## config.mk

```make
export PLATFORM = sky130hd
export DESIGN_NAME = bram_fifo_ctrl_4096x4
export DESIGN_NICKNAME = d
export VERILOG_FILES = /design/src/rtl/bram_fifo_ctrl_4096x4.sv
export SDC_FILE = /design/constraint.sdc
export NUM_CORES = 1
export LEC_CHECK = 0
export ABC_AREA = 0
export ABC_CLOCK_PERIOD_IN_PS = 2900
export CORE_AREA = 2 2 101 103
export CTS_CLUSTER_DIAMETER = 60
export DETAILED_ROUTE_END_ITERATION = 16
export DIE_AREA = 0 0 103 105
export HOLD_SLACK_MARGIN = 0.15
export MAX_ROUTING_LAYER = met4
export PLACE_DENSITY_LB_ADDON = 0.12
export SYNTH_ARGS = -nofsm -noshare
export SYNTH_HDL_FRONTEND = slang
export SYNTH_SLANG_ARGS = --single-unit
```

## constraint.sdc

```tcl
create_clock -name clk -period 2.9 [get_ports clk]
set_input_delay 0.58 -clock clk [delete_from_list [all_inputs] [get_ports clk]]
set_output_delay 0.58 -clock clk [all_outputs]
set_load 0.02 [all_outputs]
```

## src/rtl/bram_fifo_ctrl_4096x4.sv

```systemverilog
// FIFO controller for a 4096x4 dual-port BRAM; pop interface is first-word-fall-through.
// A two-entry output buffer hides the one-cycle BRAM read latency, which sustains one word per cycle.
module bram_fifo_ctrl_4096x4 #(
  parameter int AW = 12,
  parameter int DW = 4
) (
  input  logic          clk,
  input  logic          rst,
  input  logic          in_valid,
  output logic          in_ready,
  input  logic [DW-1:0] in_data,
  output logic          out_valid,
  input  logic          out_ready,
  output logic [DW-1:0] out_data,
  output logic [AW:0]   count,
  output logic [AW-1:0] mem_a0,
  output logic [DW-1:0] mem_d0,
  output logic          mem_we0,
  output logic [DW-1:0] mem_wem0,
  output logic          mem_ce0,
  output logic [AW-1:0] mem_a1,
  output logic          mem_ce1,
  output logic          mem_we1,
  input  logic [DW-1:0] mem_q1
);

  localparam logic [AW:0] DEPTH = {1'b1, {AW{1'b0}}};

  logic [AW-1:0] wr_ptr_q, wr_ptr_d;
  logic [AW-1:0] rd_ptr_q, rd_ptr_d;
  logic [AW:0]   mem_count_q, mem_count_d;
  logic          rd_pend_q, rd_pend_d;
  logic [1:0]    occ_q, occ_d;
  logic [DW-1:0] buf0_q, buf0_d;
  logic [DW-1:0] buf1_q, buf1_d;
  logic          in_ready_q, in_ready_d;

  logic          push;
  logic          pop;
  logic          issue;
  logic [1:0]    occ_after_pop;

  always_comb begin
    push          = in_valid & in_ready_q;
    pop           = (occ_q != 2'd0) & out_ready;
    // Buffer plus in-flight read never exceeds two, so a pop frees a slot for this cycle's issue.
    issue         = (mem_count_q != '0) &
                    ((({1'b0, occ_q} + {2'b00, rd_pend_q}) < 3'd2) | pop);

    wr_ptr_d      = wr_ptr_q + {{(AW-1){1'b0}}, push};
    rd_ptr_d      = rd_ptr_q + {{(AW-1){1'b0}}, issue};
    mem_count_d   = mem_count_q + {{AW{1'b0}}, push} - {{AW{1'b0}}, issue};
    rd_pend_d     = issue;
    in_ready_d    = (mem_count_d != DEPTH);

    occ_after_pop = occ_q - {1'b0, pop};
    buf0_d        = pop ? buf1_q : buf0_q;
    buf1_d        = buf1_q;
    // Returning read data lands at the tail, measured after this cycle's pop.
    if (rd_pend_q) begin
      if (occ_after_pop == 2'd0) begin
        buf0_d = mem_q1;
      end else begin
        buf1_d = mem_q1;
      end
    end
    occ_d         = occ_after_pop + {1'b0, rd_pend_q};
  end

  always_ff @(posedge clk) begin
    if (rst) begin
      wr_ptr_q    <= '0;
      rd_ptr_q    <= '0;
      mem_count_q <= '0;
      rd_pend_q   <= 1'b0;
      occ_q       <= 2'd0;
      in_ready_q  <= 1'b1;
    end else begin
      wr_ptr_q    <= wr_ptr_d;
      rd_ptr_q    <= rd_ptr_d;
      mem_count_q <= mem_count_d;
      rd_pend_q   <= rd_pend_d;
      occ_q       <= occ_d;
      in_ready_q  <= in_ready_d;
    end
  end

  always_ff @(posedge clk) begin
    buf0_q <= buf0_d;
    buf1_q <= buf1_d;
  end

  assign in_ready  = in_ready_q;
  assign out_valid = (occ_q != 2'd0);
  assign out_data  = buf0_q;
  assign count     = mem_count_q + {{AW{1'b0}}, rd_pend_q} + {{(AW-1){1'b0}}, occ_q};

  assign mem_a0    = wr_ptr_q;
  assign mem_d0    = in_data;
  assign mem_we0   = push;
  assign mem_ce0   = push;
  assign mem_wem0  = '1;
  assign mem_a1    = rd_ptr_q;
  assign mem_ce1   = issue;
  assign mem_we1   = 1'b0;

endmodule

```

==> results.yml <==
global_route:
  grt_max_degree: 41
  overflow: 0
  grt_pass1_wl_um: 11000
  grt_use_total_pct: 13.2
  grt_pass1_vias: 2287
  grt_antenna_before_repair: 0
hold_path:
  hold_class: "reg2reg"
  min_path_cells: 2
  min-delay-start: "mem_a0[11]"
  worstHoldEndpoint: "mem_a0[11]"
critical_path:
  cp.required_ns: 3.08
  r2r-end: "in_ready"
  cp-start-kind: "flop"
  timing.rr.start: "mem_count_q[3]"
  worstSetupPathType: "reg2reg"
  cp-end-kind: "flop"
  reg2reg_depth: 15
  worstPathArrival_ns: 3.04
  rrSetupSlack_ns: 0.04
  crit_fanout: 4
route:
  dr.first_iter.drc_count: 59
  dr_wl_met2_um: 3000
  drcViolationCount: 0
  firstDrtPassIters: 4
  wl_per_cell_um: 12.0
  via_count: 2390
  wl_met3_um: 210
  top_layer: "met4"
  wl_met1_um: 3310
  viasPerCell: 4.34
  wirelength_um: 6600
  ant_nets: 0
yosys:
  ys_top_cells_by_area: "dfxtp_1 31%, ha_1 14%, xnor2_1 7.7%"
  yosysMostFrequentCell: "nor2_1"
  synth_edf_count: 4
  synth_area_leader_cell: "dfxtp_1"
  syn_area_mm2: 0.00295
  avgSynthCellArea_um2: 9.15
  synthDistinctLibCells: 44
  synth_seq_cells: 49
  ys_top_cells_by_count: "47 x nor2_1, 45 x dfxtp_1, 34 x ha_1"
  synth_cells: 322
  yosys_most_used_dff: "dfxtp_1"
  yosysWarningCount: 0
  ys_seq_area_share_pct: 34.6
  async_flop_share_pct: 0
  yosysTopAreaCellShare_pct: 30.6
floorplanning:
  rows: 36
  die_x_um: 103
  die_area_mm2: 0.0108
  coreArea_mm2: 0.00964
  start_util_pct: 30.6
  io-pin-count: 67
  die_height_um: 105
clocking:
  cts_sinks: 49
  cts-root-buf: "clkbuf_8"
  ctsHoldBuffers: 0
  numCtsBuffers: 5
  clk_pin_slew_ns: 0.09
  clock_path_buffers: 2
  htree_levels: 2
  clk-insertion-delay-late_ns: 0.30
  cts_tree: "done"
pwr:
  power_density_mw_per_mm2: 1120
  leakage_nw: 1.72
  peakVddDrop_mv: 0.548
job:
  cap_viol_max_count: 0
layout:
  finish.utilization_pct: 42.6
  area_growth_pct: 39.5
  diodes: 0
  fill_cells: 993
  nNetsFinal: 466
  drive_gt1_share_pct: 27.0
sta:
  max_freq_mhz: 350
  worst_slack_ns: 0.0398
  grt_setup_unrepaired: "true"
  final-setup-viol-count: 0
  min_period_over_period_pct: 98.6
  fin_skew_ns: 0.00744
  drv_slew: 0
  finalCriticalPeriod_ns: 2.86
  hold_violations: 0
status:
  status: "finished, final reports clean"
placed_design:
  hpwl_um: 5060
  gp_congestion: 0.878
  dp_slack_ns: -0.351
  portBuffers: 53
-- stage by stage --
step	TNS [ns]	hold WS [ns]	std cells	instance area, µm²	total power [mW]
6_report	0	0.528	551	4110	4.60
5_1_grt	-0.167	0.566	551	4110	5.03
4_1_cts	-0.0455	0.534	546	4030	4.49
3_5_place_dp	-1.73	0.513	536	3920	4.04
3_3_place_gp	-1.81	0.502	536	3920	4.07
2_1_floorplan	-0.0257	0.507	325	3020	2.89
-- cells by family after synthesis --
kind of cell | Yosys count | share of synthesized area, %
other | 2 | 0.255
XOR/XNOR | 44 | 13.1
AO/OA/AOI/OAI | 32 | 8.36
flip-flops | 49 | 34.6
buffers and inverters | 39 | 6.37
multiplexers | 4 | 1.36
AND/OR/NAND/NOR | 115 | 19.4
adder cells (fa/ha/maj) | 37 | 16.5
-- power by group --
| group | internal, mW | switching [mW] | leakage [nW] | total (mW) |
|---|---|---|---|---|
| Sequential | 0.872 | 0.103 | 0.410 | 0.975 |
| Combinational | 1.63 | 1.60 | 1.27 | 3.22 |
| Clock | 0.172 | 0.232 | 0.0461 | 0.404 |
-- per-layer routing --
layer,GRT usage (%),up-vias
met5,-,-
met4,3.67,0
met3,2.21,4
met2,20.3,50
met1,18.0,1093
li1,-,1243
-- registers in the layout, summed over array words and instances (netlist names) --
name,flops
mem_count_q,13
buf1_q,4
rd_pend_q,1
mem_a1,12
in_ready,1
out_data,4
occ_q,2
mem_a0,12
-- worst max-delay path, stage by stage, from the launching register on --
cell	delay, ns
dfxtp_2	0.34
inv_2	0.05
ha_4	0.15
and4b_2	0.26
a21oi_4	0.18
ha_4	0.22
inv_2	0.06
ha_4	0.13
inv_2	0.03
fa_2	0.36
nor2b_4	0.15
o311ai_4	0.12
a21oi_2	0.25
a31oi_1	0.13
nor3b_2	0.21
nand4_1	0.10
-- timing repair --
item                                    4_1_cts  5_1_grt
resized for setup                            26       31
setup buffers                                 2        5
pin swaps                                     2       22
endpoints found under the setup margin       12       10
-- worst max-delay path by stage --
stage / start / cells past startpoint / to / slack (ns)
after floorplan: mem_count_q[8] / 16 / in_ready / -0.03
after global placement: out_ready / 15 / in_ready / -0.33
after detailed placement: out_ready / 14 / in_ready / -0.35
after CTS: mem_count_q[0] / 10 / count[9] / -0.05
after global routing: mem_count_q[3] / 15 / in_ready / -0.12
final: mem_count_q[3] / 15 / in_ready / 0.04
-- cells in the final DEF (no fill, tap or decap), types with 5 or more instances in the layout --
cell type        instances
nor2_1                  43
conb_1                   5
nand4_1                  9
nor2b_1                 10
clkbuf_8                 5
clkdlybuf4s50_1         41
inv_1                   13
xnor2_1                 26
inv_2                    9
ha_4                     6
ha_1                    27
buf_4                   48
nand3_1                 12
dfxtp_2                  7
dfxtp_1                 36
nand2_1                 14
a21oi_1                 10
xor2_1                  18
-- area by class of cell --
type / count / area, µm² / area share (%)
inverter: 24 / 95.1 / 2.31
multi-input combinational: 237 / 1880 / 45.7
clock buffer: 6 / 72.6 / 1.77
sequential: 49 / 1040 / 25.2
timing repair buffer: 100 / 848 / 20.6
clock inverter: 2 / 12.5 / 0.304
tap: 133 / 166 / 4.05
Power figures use the tool's default switching activity.
